==> config.mk <==
export PLATFORM = sky130hd
export DESIGN_NAME = decode_dispatch_queue
export DESIGN_NICKNAME = d
export VERILOG_FILES = /design/src/rtl/decode_dispatch_queue.sv
export SDC_FILE = /design/constraint.sdc
export NUM_CORES = 1
export LEC_CHECK = 0
export ABC_AREA = 1
export BUFFER_PORTS_ARGS = -buffer_cell sky130_fd_sc_hd__clkbuf_2
export CORE_MARGIN = 5
export CORE_UTILIZATION = 55
export DETAILED_ROUTE_END_ITERATION = 8
export PLACE_DENSITY = 0.76
export SKIP_LAST_GASP = 1
export SLEW_MARGIN = 15
export SYNTH_ARGS = -nofsm -noshare
export SYNTH_HDL_FRONTEND = slang
export SYNTH_SLANG_ARGS = --single-unit
==> constraint.sdc <==
create_clock -name clk_in -period 11.4 [get_ports clk_in]
set_clock_uncertainty 0.15 [all_clocks]
set_input_delay 1.71 -clock clk_in [delete_from_list [all_inputs] [get_ports clk_in]]
set_output_delay 1.71 -clock clk_in [all_outputs]
set_load 0.02 [all_outputs]
==> src/rtl/decode_dispatch_queue.sv <==
// decode_dispatch_queue: RV32I decode stage feeding an in-order dispatch queue towards RS/LSB/ROB.
// Optional DISPATCH_BYPASS_EN: an empty queue lets a legal instruction issue in the cycle it arrives.
`ifndef opTypeWidth
`define opTypeWidth 6
`endif

module decode_dispatch_queue #(
   parameter int DEPTH      = 4,
   parameter int ADDR_WIDTH = 32,
   parameter int CNT_WIDTH  = 3
) (
   input  logic                    clk_in,
   input  logic                    rst_in,
   input  logic                    rdy_in,
   input  logic                    flush_in,
   input  logic                    in_valid,
   output logic                    in_ready,
   input  logic [31:0]             in_inst,
   input  logic [ADDR_WIDTH-1:0]   in_pc,
   input  logic                    rob_idle,
   input  logic                    rs_idle,
   input  logic                    lsb_idle,
   output logic                    issue_rs,
   output logic                    issue_lsb,
   output logic [`opTypeWidth-1:0] out_op_type,
   output logic [4:0]              out_rd,
   output logic [4:0]              out_rs1,
   output logic [4:0]              out_rs2,
   output logic [31:0]             out_imm,
   output logic [ADDR_WIDTH-1:0]   out_pc,
   output logic [CNT_WIDTH-1:0]    count,
   output logic [15:0]             illegal_cnt
);
   localparam int OW    = `opTypeWidth;
   localparam int PTR_W = $clog2(DEPTH);
   localparam logic [CNT_WIDTH-1:0] FULL_CNT = CNT_WIDTH'(DEPTH);

   localparam logic [OW-1:0] OP_LUI   = OW'(1),  OP_AUIPC = OW'(2),  OP_JAL   = OW'(3),  OP_JALR  = OW'(4);
   localparam logic [OW-1:0] OP_BEQ   = OW'(5),  OP_BNE   = OW'(6),  OP_BLT   = OW'(7),  OP_BGE   = OW'(8);
   localparam logic [OW-1:0] OP_BLTU  = OW'(9),  OP_BGEU  = OW'(10), OP_LB    = OW'(11), OP_LH    = OW'(12);
   localparam logic [OW-1:0] OP_LW    = OW'(13), OP_LBU   = OW'(14), OP_LHU   = OW'(15), OP_SB    = OW'(16);
   localparam logic [OW-1:0] OP_SH    = OW'(17), OP_SW    = OW'(18), OP_ADDI  = OW'(19), OP_SLTI  = OW'(20);
   localparam logic [OW-1:0] OP_SLTIU = OW'(21), OP_XORI  = OW'(22), OP_ORI   = OW'(23), OP_ANDI  = OW'(24);
   localparam logic [OW-1:0] OP_SLLI  = OW'(25), OP_SRLI  = OW'(26), OP_SRAI  = OW'(27), OP_ADD   = OW'(28);
   localparam logic [OW-1:0] OP_SUB   = OW'(29), OP_SLL   = OW'(30), OP_SLT   = OW'(31), OP_SLTU  = OW'(32);
   localparam logic [OW-1:0] OP_XOR   = OW'(33), OP_SRL   = OW'(34), OP_SRA   = OW'(35), OP_OR    = OW'(36);
   localparam logic [OW-1:0] OP_AND   = OW'(37);

   typedef struct packed {
      logic                  is_ls;
      logic [OW-1:0]         op;
      logic [4:0]            rd;
      logic [4:0]            rs1;
      logic [4:0]            rs2;
      logic [31:0]           imm;
      logic [ADDR_WIDTH-1:0] pc;
   } entry_t;

   entry_t               r_mem [DEPTH];
   logic [PTR_W-1:0]     r_head;
   logic [PTR_W-1:0]     r_tail;
   logic [CNT_WIDTH-1:0] r_count;
   logic [15:0]          r_illegal;

   entry_t      w_dec;
   entry_t      w_head;
   entry_t      w_out;
   logic        w_legal;
   logic [2:0]  w_f3;
   logic        w_alt;
   logic [31:0] w_imm_i, w_imm_s, w_imm_b, w_imm_j, w_imm_u, w_imm_sh;

   assign w_f3     = in_inst[14:12];
   assign w_alt    = in_inst[30];
   assign w_imm_i  = {{20{in_inst[31]}}, in_inst[31:20]};
   assign w_imm_s  = {{20{in_inst[31]}}, in_inst[31:25], in_inst[11:7]};
   assign w_imm_b  = {{19{in_inst[31]}}, in_inst[31], in_inst[7], in_inst[30:25], in_inst[11:8], 1'b0};
   assign w_imm_j  = {{11{in_inst[31]}}, in_inst[31], in_inst[19:12], in_inst[20], in_inst[30:21], 1'b0};
   assign w_imm_u  = {in_inst[31:12], 12'b0};
   assign w_imm_sh = {27'b0, in_inst[24:20]};

   // Register fields start raw and are zeroed per format where the operand does not exist.
   always_comb begin
      w_dec     = '0;
      w_legal   = 1'b1;
      w_dec.pc  = in_pc;
      w_dec.rd  = in_inst[11:7];
      w_dec.rs1 = in_inst[19:15];
      w_dec.rs2 = in_inst[24:20];
      case (in_inst[6:0])
         7'b0110111: begin w_dec.op = OP_LUI;   w_dec.imm = w_imm_u; w_dec.rs1 = '0; w_dec.rs2 = '0; end
         7'b0010111: begin w_dec.op = OP_AUIPC; w_dec.imm = w_imm_u; w_dec.rs1 = '0; w_dec.rs2 = '0; end
         7'b1101111: begin w_dec.op = OP_JAL;   w_dec.imm = w_imm_j; w_dec.rs1 = '0; w_dec.rs2 = '0; end
         7'b1100111: begin
            w_dec.op  = OP_JALR;
            w_dec.imm = w_imm_i;
            w_dec.rs2 = '0;
            w_legal   = (w_f3 == 3'd0);
         end
         7'b1100011: begin
            w_dec.imm = w_imm_b;
            w_dec.rd  = '0;
            case (w_f3)
               3'd0: w_dec.op = OP_BEQ;
               3'd1: w_dec.op = OP_BNE;
               3'd4: w_dec.op = OP_BLT;
               3'd5: w_dec.op = OP_BGE;
               3'd6: w_dec.op = OP_BLTU;
               3'd7: w_dec.op = OP_BGEU;
               default: w_legal = 1'b0;
            endcase
         end
         7'b0000011: begin
            w_dec.is_ls = 1'b1;
            w_dec.imm   = w_imm_i;
            w_dec.rs2   = '0;
            case (w_f3)
               3'd0: w_dec.op = OP_LB;
               3'd1: w_dec.op = OP_LH;
               3'd2: w_dec.op = OP_LW;
               3'd4: w_dec.op = OP_LBU;
               3'd5: w_dec.op = OP_LHU;
               default: w_legal = 1'b0;
            endcase
         end
         7'b0100011: begin
            w_dec.is_ls = 1'b1;
            w_dec.imm   = w_imm_s;
            w_dec.rd    = '0;
            case (w_f3)
               3'd0: w_dec.op = OP_SB;
               3'd1: w_dec.op = OP_SH;
               3'd2: w_dec.op = OP_SW;
               default: w_legal = 1'b0;
            endcase
         end
         7'b0010011: begin
            w_dec.imm = w_imm_i;
            w_dec.rs2 = '0;
            case (w_f3)
               3'd0: w_dec.op = OP_ADDI;
               3'd1: begin w_dec.op = OP_SLLI; w_dec.imm = w_imm_sh; end
               3'd2: w_dec.op = OP_SLTI;
               3'd3: w_dec.op = OP_SLTIU;
               3'd4: w_dec.op = OP_XORI;
               3'd5: begin w_dec.op = w_alt ? OP_SRAI : OP_SRLI; w_dec.imm = w_imm_sh; end
               3'd6: w_dec.op = OP_ORI;
               default: w_dec.op = OP_ANDI;
            endcase
         end
         7'b0110011: begin
            w_dec.imm = '0;
            case (w_f3)
               3'd0: w_dec.op = w_alt ? OP_SUB : OP_ADD;
               3'd1: w_dec.op = OP_SLL;
               3'd2: w_dec.op = OP_SLT;
               3'd3: w_dec.op = OP_SLTU;
               3'd4: w_dec.op = OP_XOR;
               3'd5: w_dec.op = w_alt ? OP_SRA : OP_SRL;
               3'd6: w_dec.op = OP_OR;
               default: w_dec.op = OP_AND;
            endcase
         end
         default: w_legal = 1'b0;
      endcase
   end

   logic w_nonempty, w_can_rs, w_can_lsb, w_accept;
   logic w_q_rs, w_q_lsb, w_byp_rs, w_byp_lsb, w_bypass, w_enq, w_deq, w_illegal;

   assign w_head     = r_mem[r_head];
   assign w_nonempty = (r_count != '0);
   assign in_ready   = rst_in & rdy_in & ~flush_in & (r_count != FULL_CNT);
   assign w_accept   = in_valid & in_ready;
   assign w_can_rs   = rst_in & rdy_in & ~flush_in & rob_idle & rs_idle;
   assign w_can_lsb  = rst_in & rdy_in & ~flush_in & rob_idle & lsb_idle;
   assign w_q_rs     = w_nonempty & ~w_head.is_ls & w_can_rs;
   assign w_q_lsb    = w_nonempty & w_head.is_ls & w_can_lsb;

`ifdef DISPATCH_BYPASS_EN
   assign w_byp_rs   = w_accept & w_legal & ~w_nonempty & ~w_dec.is_ls & w_can_rs;
   assign w_byp_lsb  = w_accept & w_legal & ~w_nonempty & w_dec.is_ls & w_can_lsb;
`else
   assign w_byp_rs   = 1'b0;
   assign w_byp_lsb  = 1'b0;
`endif

   assign w_bypass  = w_byp_rs | w_byp_lsb;
   assign w_enq     = w_accept & w_legal & ~w_bypass;
   assign w_deq     = w_q_rs | w_q_lsb;
   assign w_illegal = w_accept & ~w_legal;
   assign w_out     = w_bypass ? w_dec : w_head;

   assign issue_rs    = w_q_rs | w_byp_rs;
   assign issue_lsb   = w_q_lsb | w_byp_lsb;
   assign out_op_type = w_out.op;
   assign out_rd      = w_out.rd;
   assign out_rs1     = w_out.rs1;
   assign out_rs2     = w_out.rs2;
   assign out_imm     = w_out.imm;
   assign out_pc      = w_out.pc;
   assign count       = r_count;
   assign illegal_cnt = r_illegal;

   always_ff @(posedge clk_in) begin
      if (w_enq) r_mem[r_tail] <= w_dec;
   end

   always_ff @(posedge clk_in) begin
      if (!rst_in) begin
         r_head    <= '0;
         r_tail    <= '0;
         r_count   <= '0;
         r_illegal <= '0;
      end else if (flush_in) begin
         r_head  <= '0;
         r_tail  <= '0;
         r_count <= '0;
      end else if (rdy_in) begin
         if (w_enq) r_tail <= r_tail + PTR_W'(1);
         if (w_deq) r_head <= r_head + PTR_W'(1);
         case ({w_enq, w_deq})
            2'b10:   r_count <= r_count + CNT_WIDTH'(1);
            2'b01:   r_count <= r_count - CNT_WIDTH'(1);
            default: r_count <= r_count;
         endcase
         if (w_illegal && (r_illegal != '1)) r_illegal <= r_illegal + 16'd1;
      end
   end
endmodule
==> impl_metrics.py, run 1 <==
metrics = {
    "status": {
        "run_status": "completed",
    },
    "floorplan": {
        "core_area_um2": 27000,
        "die_area_um2": 30900,
        "initial_core_util": 0.560,
        "pin_count": 179,
        "die_w_um": 176,
        "die_h_um": 176,
        "core.rowCount": 60,
    },
    "clock_tree": {
        "cts_root_buffer": "clkbuf_16",
        "ctsHoldBuffers": 0,
        "clk_pin_slew_worst_paths_ps": 50,
        "clock_latency_ps": 510,
        "htreeDepth": 2,
        "cts_num_sinks": 369,
        "cts.repair.resized": 0,
        "post-cts-setup-buffer-count": 0,
        "cts_buffer_depth": 3,
        "tritoncts": "yes",
        "cts_made_buffers": 37,
    },
    "global_route": {
        "grt_max_degree": 119,
        "grt_pass1_vias": 10015,
        "grt_pass1_wl_mm": 54.5,
        "grt-ovfl-total": 0,
        "grt_use_total": 0.222,
        "grt_antenna_before_repair": 0,
    },
    "routing": {
        "drtIter0Drc": 825,
        "vias": 10352,
        "dr.pass1.iters": 5,
        "drcViolationCount": 0,
        "wl_per_cell_um": 19.5,
        "wl_mm": 34.5,
        "vias_per_cell": 5.86,
        "ant_nets": 0,
    },
    "logic_synthesis": {
        "synth-edff-count": 344,
        "synth_area_per_cell_um2": 12.1,
        "syn-num-nets": 1322,
        "ys_warn_count": 0,
        "synth_top_cell_by_area": "edfxtp_1",
        "synthCells": 1243,
        "synth.distinct_cells": 38,
        "yosys-top-cells-area": "edfxtp_1, o21ai_0, nor2_1, o22ai_1, dfxtp_1",
        "ys_seq_area_frac": 0.718,
        "synth_top_area_frac": 0.684,
        "syn_area_um2": 15100,
        "ys_async_sr_fraction": 0,
        "ys_seq_elements": 369,
        "ys.flop_type": "edfxtp_1",
    },
    "finish": {
        "layout.nets": 1479,
        "nFillCells": 2051,
        "drive_gt1_frac": 0.186,
        "fin_util": 0.645,
        "syn2layout_area_growth_pct": 15.1,
        "antennaDiodeCount": 0,
    },
    "worst_setup_path": {
        "critical_path.cell_chain": "inv_4 -> buf_4 -> o21ai_0 -> o22ai_1 -> clkbuf_2",
        "critPathSlowestCell": "buf_4",
        "cp-start-kind": "register",
        "required_ps": 9540,
        "cpPeakStageDelay_ps": 830,
        "cp_num_buf_inv": 3,
        "path_max_fanout": 102,
        "crit_path_end_kind": "primary output",
        "path_class": "register to primary output",
        "worstPathArrival_ps": 3300,
        "cp_top_family": "buffers and inverters",
    },
    "pwr": {
        "powerDensity_nw_per_um2": 154,
        "power.leakage_nw": 5.97,
        "vdd_drop_max_mv": 0.136,
    },
    "placed_design": {
        "numPortBuffers": 178,
        "dpl.hpwl_mm": 21.0,
        "gp_congestion": 0.906,
    },
    "timing": {
        "rsz0062_at_grt": "no",
        "hold_viol_final": 0,
        "slew_violations": 0,
        "fmax_mhz": 194,
        "setup_tns_ps": 0,
        "relSlewSlack": 0.257,
        "finalCritPeriodShare": 0.452,
        "final.min_clock_period_ps": 5160,
        "tightest_slew_ps": 1110,
        "setup_violations": 0,
    },
    "worst_hold_path": {
        "hold_path_class": "register to register",
    },
    "run": {
        "cap_violations": 0,
    },
}
[cell usage in the layout, fill, tap and decap left out, types with 2 or more instances in the layout]
master and instances:
nor2_4 8, nor3_1 7, inv_2 6, inv_1 60, a21oi_1 27, o21ai_1 9
nor2_1 216, xor2_1 9, clkinv_2 5, nand3_1 41, clkbuf_16 38, nand2_2 4
edfxtp_1 344, bufinv_16 2, o211ai_1 9, o22ai_1 85, o2111ai_1 13, xnor2_1 4
nand3_2 2, a31oi_1 7, nand4_1 7, nand2_1 71, clkbuf_1 8, clkbuf_2 178
ha_1 6, dfxtp_1 23, clkinv_1 12, buf_4 9, o21ai_0 200, nor2_2 2
[power by group]
group / switching, mW / internal (mW) / total (mW) / leakage [nW]
Combinational: 0.0387 / 0.0163 / 0.0551 / 2.37
Sequential: 0.000575 / 1.47 / 1.47 / 3.04
Clock: 0.484 / 0.666 / 1.15 / 0.561
Total: 0.523 / 2.16 / 2.68 / 5.97
[synthesized netlist by cell type, types with 4 or more instances]
cell type and instances:
edfxtp_1 344, nor2_1 220, o21ai_0 200, o22ai_1 85, nand2_1 71, inv_1 61
clkbuf_1 47, nand3_1 41, a21oi_1 27, dfxtp_1 25, buf_2 14, o2111ai_1 13
o211ai_1 9, o21ai_1 9, xor2_1 9, a31oi_1 7, nand4_1 7, nor3_1 7
ha_1 6, inv_2 6, nand2_2 4, nor2_4 4, xnor2_1 4
[worst paths after layout]
kind	start	endpoint	slack (ps)	depth (start not counted)
worst min-delay path	r_head[0]$_SDFFE_PP0P_	register	350	1
worst max-delay path	register	out_imm[12]	6240	5
worst max register to register	count[1]$_SDFFE_PP0P_	r_mem[0][38]$_DFFE_PP_	8170	9
worst min register to register	r_head[0]$_SDFFE_PP0P_	register	350	1
[registers in the layout, indices dropped and copies added, names as in the netlist, named ones only]
register and cells:
r_tail 2, r_mem 344, r_head 2, count 3, illegal_cnt 16
[layout make-up]
| type | count | area [µm²] | share of cell area |
|---|---|---|---|
| Sequential cell | 369 | 10800 | 0.624 |
| Multi-Input combinational cell | 735 | 3730 | 0.215 |
| Inverter | 70 | 267 | 0.0153 |
| Timing Repair Buffer | 187 | 958 | 0.0552 |
| Clock buffer | 47 | 995 | 0.0573 |
| Tap cell | 341 | 427 | 0.0246 |
| Clock inverter | 19 | 161 | 0.00929 |
[layer usage]
layer	GRT usage	wire [µm]	part of all wire	up-vias
li1	-	-	-	4863
met1	0.312	14700	0.43	4981
met2	0.360	16400	0.48	446
met3	0.0372	2510	0.073	62
met4	0.0653	894	0.026	0
met5	0	0	0	-
[logic make-up after synthesis]
logic type / share of synthesized area
AO/OA/AOI/OAI: 0.130
XOR/XNOR: 0.00754
adder cells (fa/ha/maj): 0.00630
buffers and inverters: 0.0373
flip-flops: 0.718
AND/OR/NAND/NOR: 0.101
[per-stage QoR]
step / hold slack, ps / cells / instance area [µm²] / setup WS [ps] / total power, mW
floorplan: 306 / 1243 / 15100 / 4510 / 1.53
global placement: 324 / 1702 / 16200 / 6020 / 1.56
detailed placement: 336 / 1702 / 16200 / 5880 / 1.56
CTS: 348 / 1768 / 17400 / 6220 / 2.70
global route: 392 / 1768 / 17400 / 6030 / 2.77
finish: 349 / 1768 / 17400 / 6240 / 2.68
No activity file was read; power rests on OpenSTA's default activity.
==> run 2: changes to the inputs <==
--- a/config.mk
+++ b/config.mk
@@ -5,7 +5,7 @@
 export SDC_FILE = /design/constraint.sdc
 export NUM_CORES = 1
 export LEC_CHECK = 0
-export ABC_AREA = 1
+export ABC_AREA = 0
 export BUFFER_PORTS_ARGS = -buffer_cell sky130_fd_sc_hd__clkbuf_2
 export CORE_MARGIN = 5
 export CORE_UTILIZATION = 55
==> constraint.sdc (replaced) <==
create_clock -name clk_in -period 5.15 [get_ports clk_in]
set_clock_uncertainty 0.15 [all_clocks]
set_input_delay 0.7725 -clock clk_in [delete_from_list [all_inputs] [get_ports clk_in]]
set_output_delay 0.7725 -clock clk_in [all_outputs]
set_load 0.02 [all_outputs]
==> run 2 against run 1 <==
Compared with the run above:
- synthesized area is 2.3% lower
- total power is 120% higher
- non-clock buffer count is 6 higher
- first-iteration DRC count is 12% lower
- global-route usage is 1.8 points lower
- sequential share of layout area is 0.65 points higher
- final area is 1.0% lower
- critical path depth is 2 lower
- clock-buffer cell count is 2 lower
==> impl_metrics.py, run 2 <==
metrics = {
    "status": {
        "run_status": "completed",
    },
    "finish": {
        "syn2layout_area_growth_pct": 16.7,
        "largest_reg_flops": 344,
        "antennaDiodeCount": 0,
        "layout.nets": 1045,
        "regMostFlops": "r_mem",
        "nFillCells": 1790,
        "final_common_cell": "edfxtp_1",
        "drive_gt1_frac": 0.355,
        "final_cell_mix": "edfxtp_1, clkbuf_2, mux4_2, clkbuf_16, nand2_1",
    },
    "timing": {
        "setup_tns_ps": 0,
        "tightest_slew_ps": 858,
        "slew_violations": 0,
        "hold_viol_final": 0,
        "final.min_clock_period_ps": 3710,
        "relSlewSlack": 0.426,
        "rsz0062_at_grt": "no",
        "fin_ws_ps": 1440,
        "finalCritPeriodShare": 0.720,
        "fmax_mhz": 270,
        "setup_violations": 0,
    },
    "routing": {
        "dr.pass1.iters": 5,
        "wl_per_cell_um": 23.0,
        "drcViolationCount": 0,
        "vias": 7951,
        "drtIter0Drc": 722,
        "ant_nets": 0,
        "wl_mm": 30.7,
        "vias_per_cell": 5.96,
    },
    "pwr": {
        "switching_power_mw": 1.14,
        "vdd_drop_max_mv": 0.204,
        "sw_frac_of_total": 0.193,
        "p_int_mw": 4.77,
        "pwr-share-comb": 0.021,
        "seq_power_share": 0.552,
        "powerDensity_nw_per_um2": 344,
        "clkPwrFrac": 0.427,
        "power.leakage_nw": 5.70,
    },
    "worst_hold_path": {
        "hold_path_class": "input port to register",
        "hold_depth": 1,
        "min_to": "r_mem[0][30]$_DFFE_PP_",
        "hp-start": "in_pc[30]",
    },
    "clock_tree": {
        "post-cts-setup-buffer-count": 0,
        "cts_root_buffer": "clkbuf_16",
        "cts.repair.resized": 0,
        "clock_latency_ps": 500,
        "clk_pin_slew_worst_paths_ps": 60,
        "tritoncts": "yes",
        "ctsHoldBuffers": 0,
        "cts_num_sinks": 369,
        "cts_made_buffers": 36,
        "cts_buffer_depth": 3,
        "htreeDepth": 2,
    },
    "worst_setup_path": {
        "critical_path.cell_chain": "buf_4 -> mux4_2 -> clkbuf_2",
        "critPathSlowestCell": "dfxtp_4",
        "r2r_cells": 10,
        "ff2ff_setup_slack_ps": 1950,
        "path_class": "register to primary output",
        "cp-start-kind": "register",
        "cpPeakStageDelay_ps": 820,
        "worstPathArrival_ps": 2790,
        "cp_num_buf_inv": 2,
        "required_ps": 4230,
        "path_max_fanout": 37,
        "cp_top_family": "flip-flops",
        "crit_path_end_kind": "primary output",
        "r2r_end": "count[2]$_SDFFE_PP0P_",
    },
    "floorplan": {
        "initial_core_util": 0.553,
        "die_area_um2": 30200,
        "core.rowCount": 60,
        "core_area_um2": 26700,
        "die_h_um": 174,
        "die_w_um": 174,
        "pin_count": 179,
    },
    "placed_design": {
        "numPortBuffers": 178,
        "dpl.hpwl_mm": 19.6,
        "dp_slack_ps": 1060,
        "gp_congestion": 0.840,
    },
    "logic_synthesis": {
        "ys_seq_elements": 369,
        "syn-num-nets": 855,
        "ys_async_sr_fraction": 0,
        "synth.distinct_cells": 62,
        "ys.flop_type": "edfxtp_1",
        "synth_top_area_frac": 0.701,
        "yosys-top-cells-count": "edfxtp_1, mux4_2, nand2_1, dfxtp_1, nor2_1",
        "synthCells": 776,
        "ys_seq_area_frac": 0.735,
        "synth-edff-count": 344,
        "yosysMostFrequentCell": "edfxtp_1",
        "syn_area_um2": 14700,
        "yosys-top-cells-area": "edfxtp_1, mux4_2, dfxtp_1, a21o_1, nor2b_1",
        "synth_top_cell_by_area": "edfxtp_1",
        "synth_area_per_cell_um2": 19.0,
        "ys_warn_count": 0,
    },
    "run": {
        "cap_violations": 0,
    },
    "global_route": {
        "grt_use_total": 0.204,
        "grt_pass1_wl_mm": 47.7,
        "grt_max_degree": 53,
        "grt-ovfl-total": 0,
        "grt_pass1_vias": 8134,
        "grt_antenna_before_repair": 2,
    },
}
run 2: cell count changes in the layout (fill, tap and decap cells not counted), sizes merged, moves of 27 or more:
cell and delta:
nand3 -27, o22ai -83, o21ai -194, nand2 -45, nor2 -202, mux4 +86
inv -53
run 2: logic make-up (layout without fill, tap and decap cells):
logic type,after synthesis,in the layout,share of synthesized area
and+or+nand+nor,156,156,0.0587
buffers and inverters,55,272,0.0169
xor gates and xnor gates,8,8,0.00475
muxes,91,91,0.135
AOI/OAI and AO/OA,90,90,0.0436
DFF,369,369,0.735
adders and majority gates,7,7,0.00645
run 2: layout make-up:
type	count	area, µm²	area share
clock buffer	45	987	0.0574
multi-input combinational	352	3670	0.214
clock inverter	20	155	0.00902
timing repair buffer	193	1070	0.0620
inverter	14	52.6	0.00306
sequential	369	10800	0.630
tap	341	427	0.0248
run 2: power by group through the flow:
stage / logic, mW / clock network (mW) / registers [mW]
after floorplan: 0.0605 / 0 / 3.33
after global routing: 0.139 / 2.72 / 3.26
final: 0.126 / 2.52 / 3.26
after CTS: 0.125 / 2.57 / 3.26
after global placement: 0.120 / 0 / 3.33
after detailed placement: 0.125 / 0 / 3.33
run 2: worst max-delay path by stage:
stage | start | end | slack (ps) | cells past startpoint
finish | register | out_imm[24] | 1440 | 3
floorplan | in_inst[13] | r_mem[1][0]$_DFFE_PP_ | 520 | 6
CTS | register | out_imm[24] | 1320 | 3
global route | register | out_imm[24] | 1170 | 3
detailed placement | in_inst[3] | r_mem[3][50]$_DFFE_PP_ | 1060 | 7
global placement | in_inst[3] | r_mem[1][13]$_DFFE_PP_ | 1130 | 7
run 2: layer usage:
layer  GRT usage  wire, µm
met5           0        40
met1       0.287     12600
met4      0.0379       349
met2       0.337     15300
met3      0.0471      2420
run 2: through the flow:
| step | cells | power, mW | cell area (µm²) | hold WS (ps) | utilization |
|---|---|---|---|---|---|
| floorplan | 776 | 3.39 | 14700 | 335 | - |
| global placement | 1269 | 3.45 | 16100 | 321 | 0.602 |
| detailed placement | 1269 | 3.45 | 16100 | 338 | 0.602 |
| CTS | 1334 | 5.95 | 17200 | 308 | 0.645 |
| global route | 1334 | 6.12 | 17200 | 306 | 0.645 |
| finish | 1334 | 5.91 | 17200 | 327 | 0.645 |
